[src/rtl/serial_add_ctrl_pkg.sv]
// Shared types and helpers for the bit-serial adder controller.
package serial_add_ctrl_pkg;

    // Controller states; the unused encoding 2'd3 recovers to IDLE.
    typedef enum logic [1:0] {
        IDLE = 2'd0,
        RUN  = 2'd1,
        DONE = 2'd2
    } state_t;

    // Bit-counter width: clog2 of the operand width, never less than 1 bit.
    function automatic int cnt_width(input int w);
        return (w > 1) ? $clog2(w) : 1;
    endfunction

endpackage

[src/rtl/serial_add_ctrl_full_adder.sv]
// Existing single-bit full adder shared by the serial controller.
module full_adder (
    input  logic A,
    input  logic B,
    input  logic cin,
    output logic Y,
    output logic cout
);

    // Sum and carry of one bit position.
    always_comb begin
        Y    = A ^ B ^ cin;
        cout = (A & B) | (cin & (A ^ B));
    end

endmodule

[src/rtl/serial_add_ctrl.sv]
// Bit-serial adder: one full_adder sequenced over WIDTH clocks, LSB first.
module serial_add_ctrl
    import serial_add_ctrl_pkg::*;
#(
    parameter int WIDTH = 4
) (
    input  logic             clk,
    input  logic             rst_n,
    input  logic             start,
    input  logic [WIDTH-1:0] a,
    input  logic [WIDTH-1:0] b,
    input  logic             cin,
    output logic [WIDTH-1:0] sum,
    output logic             cout,
    output logic             busy,
    output logic             done
);

    localparam int CW = cnt_width(WIDTH);

    state_t           state;
    state_t           state_nx;
    logic [WIDTH-1:0] opa;
    logic [WIDTH-1:0] opb;
    logic [WIDTH-1:0] res;
    logic [WIDTH-1:0] res_nx;
    logic [WIDTH-1:0] ybit;
    logic [CW-1:0]    cnt;
    logic             carry;
    logic             fa_y;
    logic             fa_cout;
    logic             last;

    full_adder u_fa (
        .A    (opa[0]),
        .B    (opb[0]),
        .cin  (carry),
        .Y    (fa_y),
        .cout (fa_cout)
    );

    assign last = (cnt == CW'(WIDTH - 1));

    // Result shift register after this bit: new bit enters at the MSB end.
    // Built with a one-hot mask so WIDTH=1 needs no zero-width slice.
    always_comb begin
        ybit            = '0;
        ybit[WIDTH-1]   = fa_y;
        res_nx          = (res >> 1) | ybit;
    end

    // State register.
    always_ff @(posedge clk or negedge rst_n) begin
        if (!rst_n) state <= IDLE;
        else        state <= state_nx;
    end

    // Next-state and status decode.
    always_comb begin
        state_nx = state;
        busy     = 1'b0;
        done     = 1'b0;
        case (state)
            IDLE: begin
                if (start) state_nx = RUN;
            end
            RUN: begin
                busy = 1'b1;
                if (last) state_nx = DONE;
            end
            DONE: begin
                busy     = 1'b1;
                done     = 1'b1;
                state_nx = IDLE;
            end
            default: state_nx = IDLE;
        endcase
    end

    // Operand load, per-bit shift/carry update and result capture.
    always_ff @(posedge clk or negedge rst_n) begin
        if (!rst_n) begin
            opa   <= '0;
            opb   <= '0;
            res   <= '0;
            cnt   <= '0;
            carry <= 1'b0;
            sum   <= '0;
            cout  <= 1'b0;
        end else begin
            case (state)
                IDLE: begin
                    if (start) begin
                        opa   <= a;
                        opb   <= b;
                        carry <= cin;
                        cnt   <= '0;
                        res   <= '0;
                    end
                end
                RUN: begin
                    opa   <= opa >> 1;
                    opb   <= opb >> 1;
                    carry <= fa_cout;
                    res   <= res_nx;
                    cnt   <= cnt + CW'(1);
                    if (last) begin
                        sum  <= res_nx;
                        cout <= fa_cout;
                    end
                end
                default: ;
            endcase
        end
    end

endmodule

[config.mk]
export PLATFORM = sky130hd
export DESIGN_NAME = serial_add_ctrl
export DESIGN_NICKNAME = d
export VERILOG_FILES = /design/src/rtl/serial_add_ctrl_pkg.sv /design/src/rtl/serial_add_ctrl_full_adder.sv /design/src/rtl/serial_add_ctrl.sv
export SDC_FILE = /design/constraint.sdc
export NUM_CORES = 1
export LEC_CHECK = 0
export ABC_AREA = 1
export BUFFER_PORTS_ARGS = -buffer_cell sky130_fd_sc_hd__buf_2
export CAP_MARGIN = 20
export CORE_UTILIZATION = 42
export CTS_BUF_LIST = sky130_fd_sc_hd__clkbuf_16
export DETAILED_ROUTE_END_ITERATION = 7
export MAX_ROUTING_LAYER = met4
export PLACE_DENSITY = 0.69
export SKIP_CTS_REPAIR_TIMING = 1
export SLEW_MARGIN = 20
export SYNTH_ARGS = -nofsm -noshare
export SYNTH_HDL_FRONTEND = slang
export SYNTH_SLANG_ARGS = --single-unit
[constraint.sdc]
create_clock -name clk -period 1.5 [get_ports clk]
set_input_delay 0.15 -clock clk [delete_from_list [all_inputs] [get_ports clk]]
set_output_delay 0.15 -clock clk [all_outputs]
set_load 0.05 [all_outputs]
### Word level (Yosys, flattened, before mapping)

Index checks and enable logic that the tools add are counted.

* flip-flop bits (word level): 22
* bits of input ports: 12
* output and inout port bits: 7
* word-level logic and storage cells: 41

* add/sub/neg operators: 1
* eq/ne operators: 5
* mux-type cells: 15
* bitwise operators: 6
* reduce and logical (&&, ||, !) cells: 6

Operators with widths (count)
* case mux 4 bit (2 select lines): 3
* 2-to-1 mux 4 bit: 3
* case mux 2 bit (2 select lines): 2
* 2-to-1 mux 2 bit: 3
* AND reduction 2 bit: 3
* == test 2 bit (second input constant): 2
* != test 2 bit (second input constant): 2
* bitwise OR 3 x 4 -> 4 bit: 1
* 2-to-1 mux 1 bit: 3
* adder 2 x 1 -> 2 bit (second input constant): 1
* bitwise AND 1 bit: 2
* == test 2 x 1 -> 1 bit (second input constant): 1
* zero test 2 bit: 1
* case mux 1 bit (2 select lines): 1
* nonzero test 2 bit: 1
* OR reduction 2 bit: 1
* XOR 1 bit: 2
* bitwise OR 1 bit: 1

### Depth between registers and ports, before layout

* word-level depth: 4
* depth in mapped cells: 7
* depth with buffers taken out: 7

### Cells and area by module

From an unflattened synthesis, not the netlist that was laid out.

* cells, all modules: 136
* area total of the unflattened synthesis: 1081.0 um^2

Modules (own cells, without submodules)
* serial_add_ctrl: instances 1, cells each 135, area each 1061.0 um^2, sequential area each 525.5 um^2
* full_adder: instances 1, cells each 1, area each 20.0 um^2, sequential area each 0.0 um^2

### Worst setup path after synthesis

Ideal clock, no wire load.

* kind: reg-to-reg
* start: register state[0]
* end: register opa[0]
* arrival: 1.081 ns
* path slack: 0.303 ns
* stages on the path, launching flop included: 7
* period minus slack after synthesis: 1.197 ns
* path through: dfrtp_1 inv_1 ha_1 nand2_2 buf_6 nand3_1 nand2_1

* longest elaborated chain between the ends: 3

RTL lines
* start: declaration: RTL line serial_add_ctrl.sv:21 `state_t state;`
* start signal: assignment: RTL line serial_add_ctrl.sv:55 `else state <= state_nx;`
* == test 2 x 1 -> 1 bit / zero test 2 bit (equally long branches): RTL line serial_add_ctrl.sv:91 `case (state)`
* nonzero test 2 bit (no line) / != test 2 bit (equally long branches)
* AND reduction 2 bit (no line)
* end signal: assignment: RTL line serial_add_ctrl.sv:102 `opa <= opa >> 1;`
* end: declaration: RTL line serial_add_ctrl.sv:23 `logic [WIDTH-1:0] opa;`

Several ways; a longest one is shown, not always the timed one.
A chain may end at the register's enable or synchronous reset.

### Worst setup path after layout

* start: register state[0]
* end: output busy

* longest elaborated chain between the ends: 3

RTL lines
* == test 2 x 1 -> 1 bit / == test 2 bit (equally long branches): RTL line serial_add_ctrl.sv:63 `case (state)`
* OR reduction 2 bit (no line) *
* 2-to-1 mux 1 bit *: RTL line serial_add_ctrl.sv:63
* end: declaration: RTL line serial_add_ctrl.sv:15 `output logic busy,`

Every way passes the cells marked *; elsewhere a longest branch is shown, timed or not.

==> results.yml <==
hold_path:
  hp-class: "in2reg"
  min-delay-start: "b[3]"
critical_path:
  critical_path_arrival_ns: 1.27
  crit_fanout: 3
  max_stage_delay_ns: 0.38
  path_cells: "inv_1 > ha_2 > buf_2"
  crit_family: "flip-flops"
  critPathLaunch: "state[0]"
  cpMaxStageDelayCell: "dfrtp_1"
  startpoint_type: "flip-flop"
  reg2reg_from: "state[1]"
  path_buf_inv: 2
  crit_type: "reg2out"
  endpoint_kind: "primary output"
  cp.required_ns: 1.35
cells_and_area:
  drive_above_1_share_pct: 20.0
  syn2layout_area_growth_pct: 19.2
  n_antenna_cell: 0
  nets: 168
  nFillCells: 219
clock_network:
  clockRootBuffer: "clkbuf_16"
  cts.path.max_buffers: 2
  htreeDepth: 1
  cts_tree: "done"
  cts_inserted_buffers: 3
  clk_pin_slew_ns: 0.05
  clk_latency_ns: 0.25
  cts.sinks: 21
sta:
  fin_crit_ns: 1.42
  setup_viol: 0
  fin_ws_ns: 0.0787
  slew_headroom_pct: 68.9
  fin_skew_ns: 0.00280
  max_clock_freq_mhz: 704
  finalHoldViolCount: 0
  setup_tns_ns: 0
  rsz0062_at_grt: "no"
  worst_pin_slew_ns: 0.466
  maxSlewViolCount: 0
  fin_crit_sh_pct: 94.8
job:
  maxCapViolations: 0
placed_design:
  place.gp.congestion: 0.752
  dp_hpwl_um: 1490
  port_buffers: 18
  pre_cts_ws_ns: 0.0792
power:
  p_comb_share_pct: 45.3
  p_per_area_mw_per_mm2: 2140
  p_leak_nw: 0.731
  power_frac_clock_pct: 20.0
  power.internal_mw: 1.53
  sw_frac_of_total_pct: 43.0
  seqPwrFrac_pct: 34.6
  max-vdd-ir-drop_mv: 1.11
  net-switching-power_mw: 1.15
synth:
  synthesis.nets: 146
  synth.most_common_cell: "nand2_1"
  synthTopCellsByArea: "dfrtp_1 (50%), nand2_1 (22%), nand3_1 (12%), ha_1 (4.8%), buf_6 (2.1%)"
  ys_async_sr_fraction_pct: 100
  synth-seq-area-share_pct: 50.1
  ys.warnings.count: 0
  synth_top_area_cell: "dfrtp_1"
  ys_ff_latch: 21
  synthCells: 129
  avgSynthCellArea_um2: 8.14
  synth_area_mm2: 0.00105
  yosys.area.top_type_share_pct: 50.1
  yosysUniqueCellTypes: 13
  synth-main-ff-cell: "dfrtp_1"
  synth_edf_count: 0
  ys_top_cells_by_count: "nand2_1 (61), nand3_1 (25), dfrtp_1 (21), ha_1 (4), inv_1 (4)"
floorplanning:
  start_util_pct: 46.1
  die-area_mm2: 0.00270
  fp.dieW_um: 52.0
  die_y_um: 52.0
  core_area_mm2: 0.00228
  num_rows: 17
  ios: 19
routing:
  viasPerCell: 4.98
  drt-wirelength-per-cell_um: 11.5
  top_layer: "met4"
  ant_nets: 0
  wl_met2_um: 1040
  met3_length_um: 114
  vias: 887
  first_pass_iters: 4
  drc: 0
  first_iter_violations: 20
  wl_um: 2050
  wl_met1_um: 883
global_route:
  grt_antenna_before_repair: 0
  grt_max_degree: 22
  grt_pass1_wl_um: 3560
  first_global_vias: 783
  grt.overflow.total: 0
  grt_usage_pct: 19.0
status:
  status: "finished clean"
final cells by class:
class,count,area [um2],share of cell area [%]
clock buffer,3,75.1,6.00
clock inverter,1,3.75,0.300
inverter,6,22.5,1.80
multi-input combinational,97,467,37.3
sequential,21,526,42.0
tap,28,35.0,2.80
timing repair buffer,22,123,9.80
state kept, by name (all words and copies together) (netlist names):
name	flops
carry	1
cnt	2
cout	1
opa	4
opb	4
res	3
state	2
sum	4
routing by layer:
metal  global-route usage, %  vias up
met5                       -        -
met4                    5.41        0
met3                    6.14        2
met2                    29.7       26
met1                    23.5      407
li1                        -      452
metrics by stage:
step / area, um2 / cells / utilization, % / hold WS [ns] / power, mW
CTS: 1230 / 177 / 54.2 / -0.134 / 2.70
finish: 1250 / 178 / 55.0 / 0.167 / 2.68
detailed placement: 1150 / 173 / 50.7 / 0.129 / 2.14
global route: 1250 / 178 / 55.0 / 0.185 / 2.91
floorplan: 1050 / 129 / - / -0.146 / 1.88
global placement: 1150 / 173 / 50.7 / 0.130 / 2.09
tightest hold or removal path: stages:
cell and delay (ns):
buf_2 0.10, nand4_1 0.07, nand2_1 0.05
power groups by stage:
| stage | sequential, mW | clock (mW) | combinational (mW) |
|---|---|---|---|
| floorplan | 1.05 | 0 | 0.831 |
| global placement | 0.923 | 0 | 1.17 |
| detailed placement | 0.938 | 0 | 1.20 |
| CTS | 0.928 | 0.556 | 1.21 |
| global route | 0.956 | 0.577 | 1.38 |
| finish | 0.930 | 0.538 | 1.22 |
cells in the final DEF (no fill, tap or decap), drive strengths merged:
cell          n
buf          21
nand2        64
nand3        25
dlygate4sd3   1
nor2          1
fa            1
ha            4
dfrtp        21
nand4         2
inv           7
clkbuf        3
kinds of logic after synthesis:
logic type | synth area share [%]
and+or+nand+nor | 37.1
DFF | 50.1
buffers and inverters | 6.20
adders and majority gates | 6.67
path summary, 6_finish.rpt:
path	to	slack, ns	depth (start not counted)
max	busy	0.08	3
min	opb[3]	0.17	3
max reg2reg	cout	0.15	6
min reg2reg	sum[0]	0.46	2
max in group asynchronous	sum[2]	0.80	2
min in group asynchronous	sum[0]	0.38	2
(Power assumes the default switching activity.)
